File: src/rtl/hazard_stall_ctrl.sv
// -----------------------------------------------------------------------------
// hazard_stall_ctrl
//
// Pipeline hazard/stall sequencer for the 5-stage core, sitting beside the
// bypassing regfile. It detects load-use hazards, which forwarding cannot
// cover because load data only exists after MEM. It holds multi-cycle
// mul/div ops in EX and drives the per-stage stall and bubble controls.
// An exception/eret flush aborts any sequence in progress.
//
// Parameters:
//   MUL_LAT   cycles EX is held for a multiply (>=1). The multiplier has no
//             ready signal, so its latency is counted here.
//   DIV_MAXW  divider watchdog. This is the maximum number of cycles spent
//             in DIV_WAIT before the op is released with md_cancel.
//
// Build option:
//   HAZARD_PERF_CNT_EN  when defined, adds the perf_lu_cnt and perf_md_cnt
//                       counters. When undefined, both outputs are tied to 0.
//
// Ports:
//   clk, rst                      core clock, synchronous active-high reset
//   flush                         exception/eret flush
//   id_valid, id_rs_re/id_rs,
//   id_rt_re/id_rt                ID instruction and its source reads
//   ex_valid, ex_is_load, ex_we,
//   ex_waddr                      EX instruction and its destination
//   ex_is_mul, ex_is_div          mul/div op held in EX
//   div_ready                     divider result valid (level)
//   stall[5:0]                    hold bits: [0]PC [1]IF [2]ID [3]EX [4]MEM [5]WB
//   id_ex_bubble, ex_mem_bubble   load a NOP into ID/EX or EX/MEM
//   md_start, md_cancel, md_done  1-cycle mul/div control pulses
//   perf_lu_cnt, perf_md_cnt      stall-cycle performance counters
//
// States:
//   state    | meaning
//   IDLE     | no mul/div in progress; load-use hazards are detected here
//   MUL_WAIT | multiply held in EX; cnt counts down the remaining hold cycles
//   DIV_WAIT | divide held in EX; cnt counts up elapsed cycles for the watchdog
// -----------------------------------------------------------------------------
module hazard_stall_ctrl #(
    parameter int MUL_LAT  = 4,
    parameter int DIV_MAXW = 64
) (
    input  logic        clk,
    input  logic        rst,
    input  logic        flush,
    input  logic        id_valid,
    input  logic        id_rs_re,
    input  logic [4:0]  id_rs,
    input  logic        id_rt_re,
    input  logic [4:0]  id_rt,
    input  logic        ex_valid,
    input  logic        ex_is_load,
    input  logic        ex_we,
    input  logic [4:0]  ex_waddr,
    input  logic        ex_is_mul,
    input  logic        ex_is_div,
    input  logic        div_ready,
    output logic [5:0]  stall,
    output logic        id_ex_bubble,
    output logic        ex_mem_bubble,
    output logic        md_start,
    output logic        md_cancel,
    output logic        md_done,
    output logic [31:0] perf_lu_cnt,
    output logic [31:0] perf_md_cnt
);

    typedef enum logic [1:0] {
        IDLE     = 2'd0,
        MUL_WAIT = 2'd1,
        DIV_WAIT = 2'd2
    } state_t;

    localparam logic [5:0] STALL_LU = 6'b000111;   // PC, IF, ID held
    localparam logic [5:0] STALL_MD = 6'b001111;   // PC, IF, ID, EX held
    localparam logic [6:0] MUL_INIT = 7'(MUL_LAT - 1);
    localparam logic [6:0] DIV_LAST = 7'(DIV_MAXW - 1);

    state_t     state;
    state_t     state_nxt;
    logic [6:0] cnt;
    logic [6:0] cnt_nxt;
    logic       lu_hit;

    // x0 is hard-wired to zero, so a load targeting it can never be a hazard.
    assign lu_hit = id_valid & ex_valid & ex_is_load & ex_we & (ex_waddr != 5'd0)
                  & ((id_rs_re & (id_rs == ex_waddr)) | (id_rt_re & (id_rt == ex_waddr)));

    always_comb begin
        state_nxt     = state;
        cnt_nxt       = cnt;
        stall         = 6'b000000;
        id_ex_bubble  = 1'b0;
        ex_mem_bubble = 1'b0;
        md_start      = 1'b0;
        md_cancel     = 1'b0;
        md_done       = 1'b0;

        if (rst) begin
            state_nxt = IDLE;
            cnt_nxt   = 7'd0;
        end else if (flush) begin
            state_nxt = IDLE;
            cnt_nxt   = 7'd0;
            md_cancel = (state != IDLE);
        end else begin
            unique case (state)
                IDLE: begin
                    cnt_nxt = 7'd0;
                    if (ex_valid & ex_is_mul) begin
                        stall         = STALL_MD;
                        ex_mem_bubble = 1'b1;
                        md_start      = 1'b1;
                        cnt_nxt       = MUL_INIT;
                        state_nxt     = MUL_WAIT;
                    end else if (ex_valid & ex_is_div) begin
                        stall         = STALL_MD;
                        ex_mem_bubble = 1'b1;
                        md_start      = 1'b1;
                        state_nxt     = DIV_WAIT;
                    end else if (lu_hit) begin
                        // The load advances, so a single bubble resolves it.
                        stall        = STALL_LU;
                        id_ex_bubble = 1'b1;
                    end
                end
                MUL_WAIT: begin
                    if (cnt != 7'd0) begin
                        stall         = STALL_MD;
                        ex_mem_bubble = 1'b1;
                        cnt_nxt       = cnt - 7'd1;
                    end else begin
                        md_done   = 1'b1;
                        state_nxt = IDLE;
                    end
                end
                DIV_WAIT: begin
                    if (div_ready) begin
                        md_done   = 1'b1;
                        state_nxt = IDLE;
                        cnt_nxt   = 7'd0;
                    end else if (cnt == DIV_LAST) begin
                        md_cancel = 1'b1;
                        state_nxt = IDLE;
                        cnt_nxt   = 7'd0;
                    end else begin
                        stall         = STALL_MD;
                        ex_mem_bubble = 1'b1;
                        cnt_nxt       = cnt + 7'd1;
                    end
                end
                default: begin
                    state_nxt = IDLE;
                    cnt_nxt   = 7'd0;
                end
            endcase
        end
    end

    always_ff @(posedge clk) begin
        if (rst) begin
            state <= IDLE;
            cnt   <= 7'd0;
        end else begin
            state <= state_nxt;
            cnt   <= cnt_nxt;
        end
    end

`ifdef HAZARD_PERF_CNT_EN
    // The stall pattern identifies the cause: 000111 only comes from a
    // load-use hazard and 001111 only from a held mul/div.
    always_ff @(posedge clk) begin
        if (rst) begin
            perf_lu_cnt <= 32'd0;
            perf_md_cnt <= 32'd0;
        end else begin
            if (stall == STALL_LU) perf_lu_cnt <= perf_lu_cnt + 32'd1;
            if (stall == STALL_MD) perf_md_cnt <= perf_md_cnt + 32'd1;
        end
    end
`else
    assign perf_lu_cnt = 32'd0;
    assign perf_md_cnt = 32'd0;
`endif

endmodule
File: config.mk
export PLATFORM = sky130hd
export DESIGN_NAME = hazard_stall_ctrl
export DESIGN_NICKNAME = d
export VERILOG_FILES = /design/src/rtl/hazard_stall_ctrl.sv
export SDC_FILE = /design/constraint.sdc
export NUM_CORES = 1
export LEC_CHECK = 0
export CORE_MARGIN = 3
export CORE_UTILIZATION = 35
export DETAILED_ROUTE_END_ITERATION = 10
export PLACE_DENSITY = 0.82
export RECOVER_POWER = 50
export SYNTH_ARGS = -nofsm -noshare
export SYNTH_HDL_FRONTEND = slang
export SYNTH_SLANG_ARGS = --single-unit
File: constraint.sdc
create_clock -name clk -period 2.7 [get_ports clk]
set_input_delay 0.405 -clock clk [delete_from_list [all_inputs] [get_ports clk]]
set_output_delay 0.405 -clock clk [all_outputs]
set_load 0.005 [all_outputs]
# Word level (Yosys, flattened, before mapping)
# Index checks and enable logic that the tools add are counted.
[word_totals]
register_bits = 9
inputBits = 27
out_inout_bits = 75
wordCells = 76
[classes]
add_sub_neg = 2
n_eq_ne = 9
mux = 47
bitwise_logic = 10
n_reduce_logical = 6
[ops]
columns = ["cell", "count"]
rows = [
  ["2-to-1 mux 4 bit", 7],
  ["2-to-1 mux 1 bit", 25],
  ["2-to-1 mux 7 bit", 3],
  ["one-hot mux 7 bit (3 select lines)", 1],
  ["2-to-1 mux 2 bit", 6],
  ["one-hot mux 4 bit (3 select lines)", 1],
  ["equality test 5 bit", 2],
  ["AND 1 bit", 9],
  ["adder 7 x 1 -> 7 bit (second input constant)", 1],
  ["equality test 7 x 6 -> 1 bit (second input constant)", 1],
  ["nonzero test 7 bit", 1],
  ["subtractor 7 x 1 -> 7 bit (second input constant)", 1],
  ["inequality test 3 bit (second input constant)", 2],
  ["one-hot mux 2 bit (3 select lines)", 1],
  ["nonzero test 5 bit", 1],
  ["inequality test 2 bit (second input constant)", 2],
  ["2-to-1 mux 3 bit", 1],
  ["one-hot mux 1 bit (3 select lines)", 1],
  ["AND reduction 3 bit", 1],
  ["equality test 2 x 1 -> 1 bit (second input constant)", 1],
  ["equality test 2 bit (second input constant)", 1],
  ["zero test 2 bit", 1],
  ["one-hot mux 1 bit (2 select lines)", 1],
  ["nonzero test 2 bit", 1],
  ["2 further kinds", 2],
]

# Depth between registers and ports, before layout
# Gate-level depths: netlist of the first run.
[depth]
word_depth = 11
ltp_mapped = 8
depth_no_buf = 7

# Worst setup path after synthesis of the first run
# OpenSTA, ideal clock, no wires.
[synth_path]
path_type = "register -> output"
start = "reg state[0]"
end = "out stall[1]"
t_arrival_ns = 1.753
required_ns = 2.295
setup_slack_ns = 0.542
path_stages_with_launch = 9
n_path_buf = 1
cell_sequence = "dfxtp_1 > inv_1 > ha_1 > nor2b_1 > o31a_1 > a21o_1 > a21oi_1 > o31ai_1 > buf_4"
[synth_via]
elab_chain_cells = 4
elab_cells_between_ends = 6
[synth_rtl]
columns = ["item", "line_no", "rtl"]
rows = [
  ["from (decl)", "80", "state_t state;"],
  ["from (signal assigned)", "166", "state <= state_nxt;"],
  ["equality test 2 bit, or another cell as far along", "108", "unique case (state)"],
  ["one-hot mux 4 bit (3 select lines) *", "108", ""],
  ["2-to-1 mux 4 bit *", "103", "end else if (flush) begin"],
  ["2-to-1 mux 4 bit *", "100", "if (rst) begin"],
  ["to (decl)", "59", "output logic [5:0] stall,"],
]
# Mark *: on every way between the ends. The rest lies on a longest branch, timed or not.

# Worst setup path after layout of the first run
[layout_path]
start = "reg cnt[0]"
end = "out md_cancel"
[layout_via]
elab_chain_cells = 6
[layout_rtl]
columns = ["item", "line_no", "rtl"]
rows = [
  ["from (decl)", "82", "logic [6:0] cnt;"],
  ["from (signal assigned)", "167", "cnt <= cnt_nxt;"],
  ["equality test 7 x 6 -> 1 bit", "143", "end else if (cnt == DIV_LAST) begin"],
  ["2-to-1 mux 1 bit", "143", ""],
  ["2-to-1 mux 1 bit", "139", "if (div_ready) begin"],
  ["2-to-1 mux 1 bit", "108", ""],
  ["2-to-1 mux 1 bit", "103", ""],
  ["2-to-1 mux 1 bit", "100", ""],
  ["to (decl)", "63", "output logic md_cancel,"],
]
# Every way passes these cells.

==> impl_metrics.py, run 1 <==
metrics = {
    "synthesis": {
        "yosys_warnings": 0,
        "synth_xor_xnor_area_share_pct": 6.278,
        "ys_ff_latch": 9,
        "avgSynthCellArea_sq_um": 7.460,
        "synth_enable_flop_cells": 0,
        "async_flop_share_pct": 0,
        "synth_compound_area_share_pct": 15.78,
        "synth_mux_area_share_pct": 1.525,
        "synth_top_family_by_area": "buffers and inverters",
        "synthAdderAreaFrac_pct": 6.278,
        "netlist_instances": 187,
        "ys_seq_area_share_pct": 12.91,
        "ys.flop_type": "dfxtp_1",
        "synth.distinct_cells": 41,
        "yosys.area_share.simple_pct": 17.58,
        "syn_area_sq_um": 1395,
    },
    "worst_setup_path": {
        "reg2regPathDepth": 7,
        "cp.required_ns": 2.30,
        "endpoint_kind": "output port",
        "crit_path_end": "md_cancel",
        "ff2ff_setup_slack_ns": 0.91,
        "crit_start": "cnt[0]",
        "timing.rr.start": "state[0]",
        "cp-start-kind": "flip-flop",
        "worstPathMaxFanout": 5,
        "r2r-end": "cnt[3]",
        "cp.arrival_ns": 2.20,
        "critical_path_class": "reg -> out",
    },
    "die": {
        "initial_core_util_pct": 37.27,
        "coreArea_sq_um": 3744,
        "die_y_um": 69.14,
        "dieWidth_um": 69.14,
        "ioPinCount": 102,
        "row_count": 22,
        "dieArea_sq_um": 4780,
    },
    "timing": {
        "layout_min_cycle_time_ns": 2.605,
        "skew_ns": 0.004846,
        "whs_ns": 0.5175,
        "finalCritPeriodShare_pct": 96.48,
        "timing.fmax_ghz": 0.3839,
        "maxSlewViolCount": 0,
        "finalHoldViolCount": 0,
        "setup_viol": 0,
        "fin_setup_tns_ns": 0,
    },
    "global_route": {
        "grt_pass1_wl_mm": 4.664,
        "antenna_found_initial": 0,
        "grt_max_degree": 10,
        "grt_pass1_vias": 1026,
        "grtUsageTotal_pct": 11.67,
        "grt.overflow.total": 0,
    },
    "run": {
        "cap_violations": 0,
    },
    "clock_network": {
        "clock_latency_ns": 0.23,
        "h-tree-depth": 1,
        "postCtsHoldBufs": 0,
        "tritoncts": "yes",
        "path_clk_slew_ns": 0.04,
        "cts_buffers": 3,
        "cts-root-buf": "clkbuf_8",
        "cts_buffer_depth": 2,
        "clkSinkCount": 9,
    },
    "power": {
        "internal_power_mw": 0.3132,
        "combPwrFrac_pct": 33.1,
        "clockPowerShare_pct": 35.3,
        "ir_drop_uv": 107.8,
        "power.density_nw_per_um2": 265.4,
        "p_sw_mw": 0.1354,
        "p_leak_nw": 0.7823,
        "pwr-share-seq_pct": 31.6,
        "swShare_pct": 30.18,
    },
    "routing": {
        "ant_nets": 0,
        "drc": 0,
        "first_iter_violations": 53,
        "totalWireLength_mm": 3.107,
        "vias": 1183,
        "wire_per_inst_um": 11.18,
        "avgViaCountPerCell": 4.255,
        "first_pass_iters": 4,
    },
    "layout": {
        "design_area_sq_um": 1690,
        "fillCellCount": 392,
        "areaGrowthSynthToFinish_pct": 21.17,
        "layout-drive-gt1-share_pct": 10.43,
        "finalCoreUtilization_pct": 45.15,
        "nets": 265,
        "antenna_cells": 0,
    },
    "placed_design": {
        "hpwlAfterDp_mm": 2.626,
        "io_buffers": 35,
        "placed_area_sq_um": 1579,
        "gp_congestion": 0.8288,
    },
    "worst_hold_path": {
        "holdCritPathClass": "reg -> reg",
    },
    "run_status": {
        "status": "finished clean",
    },
}
==> power groups by stage <==
| stage | logic [mW] | clock network [mW] | registers, mW |
|---|---|---|---|
| detailed placement | 0.143 | 0 | 0.143 |
| finish | 0.149 | 0.158 | 0.142 |
| CTS | 0.144 | 0.164 | 0.140 |
| global route | 0.164 | 0.172 | 0.142 |
| floorplan | 0.147 | 0 | 0.142 |
| global placement | 0.141 | 0 | 0.143 |
==> worst min-delay path by stage <==
stage,endpoint,cells after the start,startpoint,slack (ns)
finish,state[1],2,state[1],0.52
global route,state[1],2,state[1],0.54
CTS,state[1],2,state[1],0.51
detailed placement,state[1],2,state[1],0.51
global placement,state[0],2,state[0],0.50
floorplan,state[0],2,state[0],0.47
==> stage by stage <==
stage	power, mW	setup WS [ns]	std cells
after global routing	0.4785	-0.007925	278
after CTS	0.4489	0.002944	276
after floorplan	0.2898	0.5416	252
after detailed placement	0.2861	0.01601	271
after global placement	0.2832	0.01693	271
final	0.4487	0.09512	278
==> cells in the mapped netlist, types with 2 or more instances <==
| library cell | instances | area [sq um] |
|---|---|---|
| a211oi_1 | 3 | 22.52 |
| inv_1 | 5 | 18.77 |
| a21oi_1 | 10 | 50.05 |
| ha_1 | 7 | 87.58 |
| nand3_1 | 3 | 15.01 |
| o22ai_1 | 2 | 12.51 |
| nor2_1 | 10 | 37.54 |
| dfxtp_1 | 9 | 180.2 |
| nor3_1 | 7 | 35.03 |
| clkbuf_1 | 2 | 7.510 |
| buf_4 | 69 | 518.0 |
| nand4_1 | 5 | 31.28 |
| a311oi_1 | 2 | 17.52 |
| o21ai_0 | 2 | 10.01 |
| xnor2_1 | 10 | 87.58 |
| o32ai_1 | 2 | 17.52 |
| o31ai_1 | 2 | 15.01 |
| nand2_1 | 14 | 52.55 |
==> sequential cells by signal, indices dropped and copies added (netlist names) <==
| name | flops |
|---|---|
| cnt | 7 |
| state | 2 |
==> kinds of logic after synthesis <==
kind of cell	count (synthesis)
buffers and inverters	77
AND/OR/NAND/NOR	49
AO/OA/AOI/OAI	32
XOR/XNOR	10
flip-flops	9
adder cells (fa/ha/maj)	7
multiplexers	2
other	1
==> critical path, cell delays in order, from the launching register on <==
cell             delay [ns]
dfxtp_2                0.36
ha_4                   0.16
nand3_4                0.09
or4_1                  0.50
mux2_2                 0.27
nor2_1                 0.08
clkdlybuf4s50_1        0.51
==> final cells by class <==
class / instances / area (sq um) / area share, %
clock buffers: 4 / 45.04 / 2.665
flip-flops and latches: 9 / 185.2 / 10.95
well taps: 48 / 60.06 / 3.553
inverters: 5 / 18.77 / 1.110
repair buffers: 46 / 437.9 / 25.91
multi-input cells: 166 / 943.4 / 55.81
==> repair_timing <==
item | 4_1_cts | 5_1_grt
endpoints found under the setup margin | 3 | 6
setup buffers | 1 | 2
pin swaps | 1 | 2
hold endpoints to repair | 0 | 0
resized for setup | 2 | 14
==> routing by layer <==
| metal | vias up | global-route usage, % | share of wire (%) |
|---|---|---|---|
| li1 | 599 | - | - |
| met1 | 531 | 13.10 | 38 |
| met2 | 49 | 21.40 | 54 |
| met3 | 4 | 2.624 | 6.6 |
| met4 | 0 | 3.905 | 1.1 |
| met5 | - | 0 | 0 |
==> layout by cell type, fill, tap and decap left out, types with 2 or more instances in the layout <==
cell / instances
conb_1: 66
clkbuf_1: 3
a311oi_1: 2
o32ai_1: 2
dfxtp_2: 4
a21oi_1: 10
xnor2_1: 10
nor3_1: 7
clkdlybuf4s50_1: 29
dfxtp_1: 5
nand3_1: 3
nor2_1: 10
a211oi_1: 3
buf_4: 9
clkbuf_8: 3
inv_1: 5
nand2_1: 14
nand4_1: 5
o21ai_0: 2
ha_1: 5
dlymetal6s2s_1: 5
Note: power is estimated with default switching activity, not from simulation.
==> inputs of run 2 (changes only) <==
Settings changed: ABC_CLOCK_PERIOD_IN_PS set to 2700.
==> results of run 2 <==
Final layout, timing and power as in run 1 (identical DEF).
==> inputs of run 3 (changes only) <==
Settings changed: ABC_CLOCK_PERIOD_IN_PS 2700 to 2110, CELL_PAD_IN_SITES_DETAIL_PLACEMENT set to 0, CELL_PAD_IN_SITES_GLOBAL_PLACEMENT set to 2, CORE_ASPECT_RATIO set to 1.25, CORE_UTILIZATION 35 to 15, PLACE_DENSITY 0.82 to not set, PLACE_DENSITY_LB_ADDON set to 0.1.
Clock period 2.7 ns to 2.11 ns, I/O delays scaled along.
==> run 3 against run 2 <==
Effect of this change: the flow now finishes with violations (negative setup slack); via count up 8.5%; core utilization decreased by 22 points; non-clock buffer count rose by 31; worst setup slack worse by 0.17 ns; die area rose by 120%; clock-buffer cell count is the same; design area grew 22%; worst hold slack improved by 0.056 ns; critical path depth up 2; clock skew fell by 0.0023 ns; sequential power up 26%.
==> impl_metrics.py, run 3 (synthesis results as in run 1) <==
metrics = {
    "worst_setup_path": {
        "cp-start-kind": "flip-flop",
        "slowest_delay_ns": 0.52,
        "worstPathMaxFanout": 2,
        "cp.arrival_ns": 1.87,
        "critical_path_class": "reg -> out",
        "critPathTopFamily": "simple AND/OR/NAND/NOR gates",
        "endpoint_kind": "output port",
        "crit_buf_inv": 3,
        "cp_slowest_cell": "or4_4",
        "crit_chain": "inv_2 -> ha_4 -> buf_6 -> nand2b_4 -> or4_4 -> mux2_4 -> nor2_1 -> buf_2",
        "cp.required_ns": 1.79,
    },
    "layout": {
        "reg.largest.list": "cnt x7, state x2",
        "top_register": "cnt",
        "nets": 296,
        "areaGrowthSynthToFinish_pct": 47.62,
        "final_cells": 381,
        "design_area_sq_um": 2059,
        "layout_commonest_cell": "conb_1",
        "antenna_cells": 0,
        "largest_reg_flops": 7,
        "layout-drive-gt1-share_pct": 27.59,
        "final_cell_mix": "66 x conb_1, 39 x buf_4, 19 x clkdlybuf4s50_1",
    },
    "clock_network": {
        "path_clk_slew_ns": 0.05,
        "clock_latency_ns": 0.24,
        "h-tree-depth": 1,
        "cts-root-buf": "clkbuf_8",
        "cts_buffers": 3,
        "cts_buffer_depth": 2,
        "tritoncts": "yes",
        "clkSinkCount": 9,
    },
    "run": {
        "cap_violations": 0,
    },
    "power": {
        "p_leak_nw": 0.9318,
        "power.density_nw_per_um2": 301.4,
        "power_mw": 0.6207,
        "ir_drop_uv": 141.5,
    },
    "die": {
        "coreArea_sq_um": 8891,
        "ioPinCount": 102,
        "dieArea_sq_um": 10500,
        "dieWidth_um": 92.26,
        "die_y_um": 113.8,
        "initial_core_util_pct": 15.69,
        "row_count": 38,
    },
    "timing": {
        "setup_viol": 5,
        "maxSlewViolCount": 0,
        "finalHoldViolCount": 0,
        "grt_setup_unrepaired": "true",
        "skew_ns": 0.002526,
        "finalCritPeriodShare_pct": 103.6,
        "timing.fmax_ghz": 0.4574,
        "final.setup.worst_slack_ns": -0.07605,
        "layout_min_cycle_time_ns": 2.186,
    },
    "worst_hold_path": {
        "holdCritPathClass": "reg -> reg",
    },
    "routing": {
        "vias": 1284,
        "totalWireLength_mm": 3.829,
        "wire_per_inst_um": 10.05,
        "ant_nets": 0,
        "avgViaCountPerCell": 3.370,
        "drc": 0,
        "first_iter_violations": 10,
        "first_pass_iters": 4,
    },
    "placed_design": {
        "hpwlAfterDp_mm": 3.333,
        "place_inst": 371,
        "io_buffers": 35,
        "placed_area_sq_um": 1879,
        "gp_congestion": 0.6698,
    },
    "global_route": {
        "grt.overflow.total": 0,
        "grtUsageTotal_pct": 6.861,
        "grt_pass1_vias": 1214,
        "grt_max_degree": 10,
        "antenna_found_initial": 0,
        "grt_pass1_wl_mm": 5.720,
    },
    "run_status": {
        "violations": "negative setup slack",
        "status": "finished with violations",
    },
}
[run 3: cell count changes in the layout (fill, tap and decap cells not counted), moves of 2 or more]
| cell | delta |
|---|---|
| buf_4 | +30 |
| clkdlybuf4s50_1 | -10 |
| dlygate4sd2_1 | +8 |
| buf_6 | +5 |
| dlymetal6s2s_1 | -4 |
| buf_2 | +3 |
| clkbuf_1 | -2 |
| nor3_1 | -2 |
[run 3: layout make-up]
| class | count | area [sq um] |
|---|---|---|
| well taps | 120 | 150.1 |
| clock buffers | 4 | 45.04 |
| repair buffers | 77 | 649.4 |
| fillers | 1047 | 6832 |
| inverters | 5 | 18.77 |
| flip-flops and latches | 9 | 188.9 |
| multi-input cells | 166 | 1007 |
[run 3: metrics by stage]
stage	utilization (%)	setup TNS (ns)	worst slack, ns	hold slack [ns]
6_report	23.16	-0.2948	-0.07605	0.5736
5_1_grt	23.16	-0.8212	-0.1662	0.5918
4_1_cts	22.66	-0.3556	-0.1484	0.5632
3_5_place_dp	21.14	-3.713	-0.6101	0.5473
3_3_place_gp	21.14	-3.639	-0.5987	0.5688
2_1_floorplan	-	0	0.04006	0.4732
[run 3: worst paths after layout]
kind                            slack [ns]  cells after the start         to  startpoint
worst max-delay path                 -0.08                      8  md_cancel    state[0]
worst min-delay path                  0.57                      2     cnt[6]      cnt[6]
worst max register to register        0.38                      8   state[0]      cnt[0]
worst min register to register        0.57                      2     cnt[6]      cnt[6]
[run 3: metal layers]
metal | part of all wire, % | GRT usage (%)
met1 | 38 | 7.464
met4 | 0.31 | 0.8920
met5 | 0 | 0
met3 | 8.8 | 2.309
met2 | 53 | 13.11
[run 3: where the power goes]
group	switching, mW	leakage, nW	internal [mW]
Sequential	0.00477	0.0755	0.174
Clock	0.0793	0.0228	0.133
Combinational	0.111	0.833	0.119
[run 3: repair_timing]
item / 4_1_cts / 5_1_grt
setup endpoints to repair: 9 / 8
pin swaps: 7 / 11
hold buffers: 0 / 0
gates resized for setup: 57 / 10
setup buffers: 5 / 2
[run 3: worst register-to-register path: stages, from the launching register on]
cell	delay [ns]
dfxtp_4	0.36
ha_4	0.15
nand3_4	0.08
o31a_1	0.30
a21o_1	0.18
buf_4	0.13
buf_4	0.13
a21oi_1	0.15
o32ai_1	0.11
